==> config.mk <==
export PLATFORM = sky130hd
export DESIGN_NAME = imem_boot_loader
export DESIGN_NICKNAME = d
export VERILOG_FILES = /design/src/rtl/imem_boot_loader.sv
export SDC_FILE = /design/constraint.sdc
export NUM_CORES = 1
export LEC_CHECK = 0
export CORE_MARGIN = 3
export CORE_UTILIZATION = 44
export DETAILED_ROUTE_END_ITERATION = 8
export GPL_TIMING_DRIVEN = 0
export PLACE_DENSITY = 0.63
export SLEW_MARGIN = 5
export SYNTH_ARGS = -nofsm -noshare
export SYNTH_HDL_FRONTEND = slang
export SYNTH_SLANG_ARGS = --single-unit
export TNS_END_PERCENT = 50
==> constraint.sdc <==
create_clock -name clk -period 2 [get_ports clk]
set_clock_uncertainty 0.1 [all_clocks]
set_input_delay 0.5 -clock clk [delete_from_list [all_inputs] [get_ports clk]]
set_output_delay 0.5 -clock clk [all_outputs]
set_load 0.01 [all_outputs]
==> src/rtl/imem_boot_loader.sv <==
// Boot loader: parses a count header, payload words and an XOR checksum from a
// byte stream, writes the words into instruction memory and releases the core.
module imem_boot_loader #(
  parameter int N     = 32,
  parameter int DEPTH = 256,
  parameter int AW    = 8
) (
  input  logic          clk,
  input  logic          rst_n,
  input  logic          in_valid,
  input  logic [7:0]    in_data,
  output logic          in_ready,
  output logic          imem_we,
  output logic [AW-1:0] imem_addr,
  output logic [N-1:0]  imem_wdata,
  output logic          core_run,
  output logic          load_err
);

  localparam int BPW = N / 8;
  localparam int BCW = (BPW > 1) ? $clog2(BPW) : 1;
  localparam logic [16:0] DEPTH_W = 17'(DEPTH);

  typedef enum logic [2:0] {
    HDR0 = 3'd0,
    HDR1 = 3'd1,
    LOAD = 3'd2,
    CSUM = 3'd3,
    RUN  = 3'd4,
    ERR  = 3'd5
  } state_t;

  state_t          state_reg, state_next;
  logic [15:0]     count_reg;
  logic [15:0]     word_idx_reg;
  logic [BCW-1:0]  byte_cnt_reg;
  logic [7:0]      csum_reg;
  logic [N-1:0]    word_reg;
  logic [N-1:0]    word_next;
  logic            imem_we_reg;
  logic [AW-1:0]   imem_addr_reg;
  logic [N-1:0]    imem_wdata_reg;

  logic        accept;
  logic        word_done;
  logic        last_word;
  logic [15:0] count_full;

  assign accept     = in_valid && in_ready;
  assign word_done  = (byte_cnt_reg == BCW'(BPW - 1));
  assign last_word  = (word_idx_reg == count_reg - 16'd1);
  assign count_full = {in_data, count_reg[7:0]};

  // Byte-lane steering: the incoming byte lands in the lane picked by byte_cnt.
  generate
    for (genvar gi = 0; gi < BPW; gi++) begin : g_lane
      assign word_next[gi*8 +: 8] = (byte_cnt_reg == BCW'(gi)) ? in_data
                                                                : word_reg[gi*8 +: 8];
    end
  endgenerate

  always_ff @(posedge clk or negedge rst_n) begin
    if (!rst_n) state_reg <= HDR0;
    else        state_reg <= state_next;
  end

  always_comb begin
    state_next = state_reg;
    if (accept) begin
      case (state_reg)
        HDR0: state_next = HDR1;
        HDR1: begin
          if ({1'b0, count_full} > DEPTH_W) state_next = ERR;
          else if (count_full == 16'd0)     state_next = CSUM;
          else                              state_next = LOAD;
        end
        LOAD: if (word_done && last_word) state_next = CSUM;
        CSUM: state_next = (in_data == csum_reg) ? RUN : ERR;
        default: state_next = state_reg;
      endcase
    end
  end

  always_comb begin
    in_ready = (state_reg == HDR0) || (state_reg == HDR1) ||
               (state_reg == LOAD) || (state_reg == CSUM);
    core_run = (state_reg == RUN);
    load_err = (state_reg == ERR);
  end

  always_ff @(posedge clk or negedge rst_n) begin
    if (!rst_n) begin
      count_reg      <= '0;
      word_idx_reg   <= '0;
      byte_cnt_reg   <= '0;
      csum_reg       <= '0;
      word_reg       <= '0;
      imem_we_reg    <= 1'b0;
      imem_addr_reg  <= '0;
      imem_wdata_reg <= '0;
    end else begin
      imem_we_reg <= 1'b0;
      if (accept) begin
        case (state_reg)
          HDR0: count_reg[7:0]  <= in_data;
          HDR1: count_reg[15:8] <= in_data;
          LOAD: begin
            csum_reg <= csum_reg ^ in_data;
            word_reg <= word_next;
            if (word_done) begin
              imem_we_reg    <= 1'b1;
              imem_addr_reg  <= word_idx_reg[AW-1:0];
              imem_wdata_reg <= word_next;
              word_idx_reg   <= word_idx_reg + 16'd1;
              byte_cnt_reg   <= '0;
            end else begin
              byte_cnt_reg <= byte_cnt_reg + BCW'(1);
            end
          end
          default: ;
        endcase
      end
    end
  end

  assign imem_we    = imem_we_reg;
  assign imem_addr  = imem_addr_reg;
  assign imem_wdata = imem_wdata_reg;

endmodule

==> metrics, run 1 <==
num rows 39; TritonCTS clock tree yes; Ant. Diodes 0; Final Hold Fails 0; via count 3,634; setup tns final -220 ps; CP max stage delay 460 ps; Clock Tree Buf Depth 2; Startpoint Class flop; io pins 55; min Tclk post-route 2080 ps; share of layout cells above drive strength 1 0.183; Syn-to-layout area delta 23.6%; Iteration-0 DRC Markers 128; Final Net Count 569; root buf cell clkbuf_16; total track usage 0.183; Vias per Instance 5.19; Seq cells post-synth 110; Die Width 115 µm; Port Buffers 54; largest net degree at the start of global routing 86; Total Power 0.00420 W; setup ws final -84.7 ps; mapped cell area 5190 µm²; CTS Buf Count 9; WL per Instance 16.0 µm; Max Freq 0.480 GHz; worst slew pin tran 686 ps; core footprint 11,500 µm²; Die Footprint 13,100 µm²; critical path's slowest cell dfrtp_1; Primary FF master, synth dfrtp_1; # H-tree levels 3; cell family with most CP delay simple AND/OR/NAND/NOR gates; initial core utilization 0.453; max reg flops 32; total power per unit cell area 655 nW/µm²; worst endpoint data arrival time 2250 ps; total of max-cap violations 0; TritonRoute pass-1 iters 5; peak supply drop 583 µV; CP Max Fanout 8; syn_nets 494; final period utilization 1.04; Syn Area/Cell 10.9 µm²; number of flops mapped to enable cells by yosys 0; CTS clk-pin slew, worst paths 70 ps; HPWL after DPL 7.77 mm; Setup CP Type flop to flop; status complete, but fails checks; total global routing overflow 0; Fill cells 1,033; register area share after synthesis 0.530; failing checks setup timing; placer's final routability congestion estimate 0.831; Bufs and invs on worst path 1; Die Y 115 µm; nature of the critical path endpoint flop; initial antenna violation count 0; DRT Wirelength 11.2 mm; Synth Instances 477; Max Slew Vio Count 0; clk sinks 110; Finish-stage setup viols 4; Min-Delay Path Class flop to flop; Skew-Pair Late Insertion Delay 340 ps; Slew headroom 0.541; critical path cell sequence and4bb_1 -> buf_6 -> nand3_4 -> or3_4 -> or2_4 -> nor2_2 -> xor2_1; Routed Antenna Nets 0; Critical Path RT 2160 ps; register area 2760 µm²; vias in the first global route 3,744; Warnings, synthesis 0; asr flop ratio synth 1.00; RSZ-0062 raised after global routing true; # DRC 0; Leak 2.91 nW; Netlist cell types 47; global-route wire length before repair 18.9 mm; pre-CTS WS -602 ps; multi-input logic area 2360 µm²
-- per-layer routing --
layer	track usage	wire length, µm	up-vias
met4	0.0309	68	0
met1	0.243	5160	1812
li1	-	-	1762
met5	0	0	-
met3	0.0465	320	6
met2	0.307	5660	54
-- final cells by class --
| cell class | instances | share of cell area |
|---|---|---|
| inverters | 7 | 0.00449 |
| repair buffers | 67 | 0.104 |
| multi-input cells | 331 | 0.368 |
| plain buffers | 26 | 0.0199 |
| flip-flops and latches | 110 | 0.430 |
| clock buffers | 11 | 0.0394 |
| well taps | 143 | 0.0279 |
| clock inverters | 5 | 0.00644 |
-- final timing paths --
kind | start | endpoint | slack (ps) | cells after the start
max | state_reg[0]$_DFFE_PN0P_ | word_idx_reg[13]$_DFFE_PN0P_ | -80 | 7
min | imem_addr[2]$_DFFE_PN0P_ | imem_addr[2]$_DFFE_PN0P_ | 380 | 2
max reg2reg | state_reg[0]$_DFFE_PN0P_ | word_idx_reg[13]$_DFFE_PN0P_ | -80 | 7
min reg2reg | imem_addr[2]$_DFFE_PN0P_ | imem_addr[2]$_DFFE_PN0P_ | 380 | 2
max in group asynchronous | rst_n | count_reg[6]$_DFFE_PN0P_ | 640 | 3
min in group asynchronous | rst_n | imem_addr[3]$_DFFE_PN0P_ | 480 | 2
-- worst register-to-register path: cells and delay by family, from the launching register on --
| family | cells | cell delay [ps] |
|---|---|---|
| simple gates | 5 | 1160 |
| flops | 1 | 460 |
| xor+xnor | 1 | 150 |
| buf+inv | 1 | 140 |
-- stage by stage --
stage | instances | util | area [µm²] | hold WS (ps)
floorplan | 477 | - | 5200 | 104
global placement | 674 | 0.517 | 5920 | 358
detailed placement | 675 | 0.519 | 5950 | 279
CTS | 693 | 0.551 | 6320 | 378
global route | 700 | 0.559 | 6410 | 407
finish | 700 | 0.559 | 6410 | 375
-- cell families (layout without fill, tap and decap cells) --
group	count (synthesis)	count (layout)	synth area share
simple gates	160	160	0.150
flops	110	110	0.530
mux	64	64	0.133
xor+xnor	56	56	0.0945
compound gates	45	45	0.0492
buf+inv	36	116	0.0292
fa+ha+maj	6	6	0.0145
-- where the power goes --
group	internal, W	total (W)	switching [W]
clock	0.000924	0.00173	0.000805
sequential	0.00223	0.00225	0.0000203
combinational	0.0000883	0.000218	0.000130
-- cell usage after synthesis, types with 2 or more instances --
cell      number  share of area
dfrtp_1      110           0.53
nand2_1      105          0.076
mux2_2        38          0.082
xnor2_1       33          0.056
o21ai_0       30          0.029
mux2i_1       26          0.050
xor2_1        23          0.039
clkbuf_1      18          0.013
nor2_1        11         0.0080
nor4_1         9          0.011
nand4_1        8         0.0096
ha_1           6          0.014
inv_1          6         0.0043
a21oi_1        5         0.0048
buf_1          5         0.0036
nor3_1         5         0.0048
buf_2          3         0.0029
nand3_1        3         0.0029
a31oi_1        2         0.0024
a41o_1         2         0.0039
nor4b_1        2         0.0034
o211ai_1       2         0.0029
-- cells in the final DEF (no fill, tap or decap), types with 2 or more instances in the layout --
master / n
buf_4: 13
dlygate4sd2_1: 3
mux2i_1: 26
clkdlybuf4s50_1: 49
clkinv_4: 2
dfrtp_2: 3
mux2_2: 38
a31oi_1: 2
buf_2: 2
ha_1: 3
o21ai_0: 30
nor3_1: 4
nor4_1: 9
clkbuf_16: 9
buf_6: 2
dfrtp_1: 107
nor2_1: 7
ha_2: 2
xnor2_1: 32
nor3_4: 2
a21oi_1: 5
inv_1: 4
nand2_1: 105
nor4b_4: 2
clkbuf_8: 2
xor2_1: 23
nor2_4: 3
nand4_1: 8
a41o_1: 2
inv_2: 2
clkbuf_2: 5
clkbuf_1: 15
nand3_1: 3
o211ai_1: 2
-- timing repair --
| action | CTS | global route |
|---|---|---|
| buffers inserted | 4 | 7 |
| endpoints found under the setup margin | 87 | 48 |
| pin swaps | 8 | 10 |
| hold buffers | 1 | 0 |
| gates resized for setup | 23 | 16 |
| endpoints found under the hold margin | 25 | 0 |
(Power assumes the default switching activity.)
==> run 2: changes to the inputs <==
--- a/config.mk
+++ b/config.mk
@@ -7,6 +7,7 @@
 export LEC_CHECK = 0
 export CORE_MARGIN = 3
 export CORE_UTILIZATION = 44
+export CTS_CLUSTER_SIZE = 30
 export DETAILED_ROUTE_END_ITERATION = 8
 export GPL_TIMING_DRIVEN = 0
 export PLACE_DENSITY = 0.63
==> results of run 2 <==
Same layout as run 1: the final DEF is identical, and so are final timing and power.
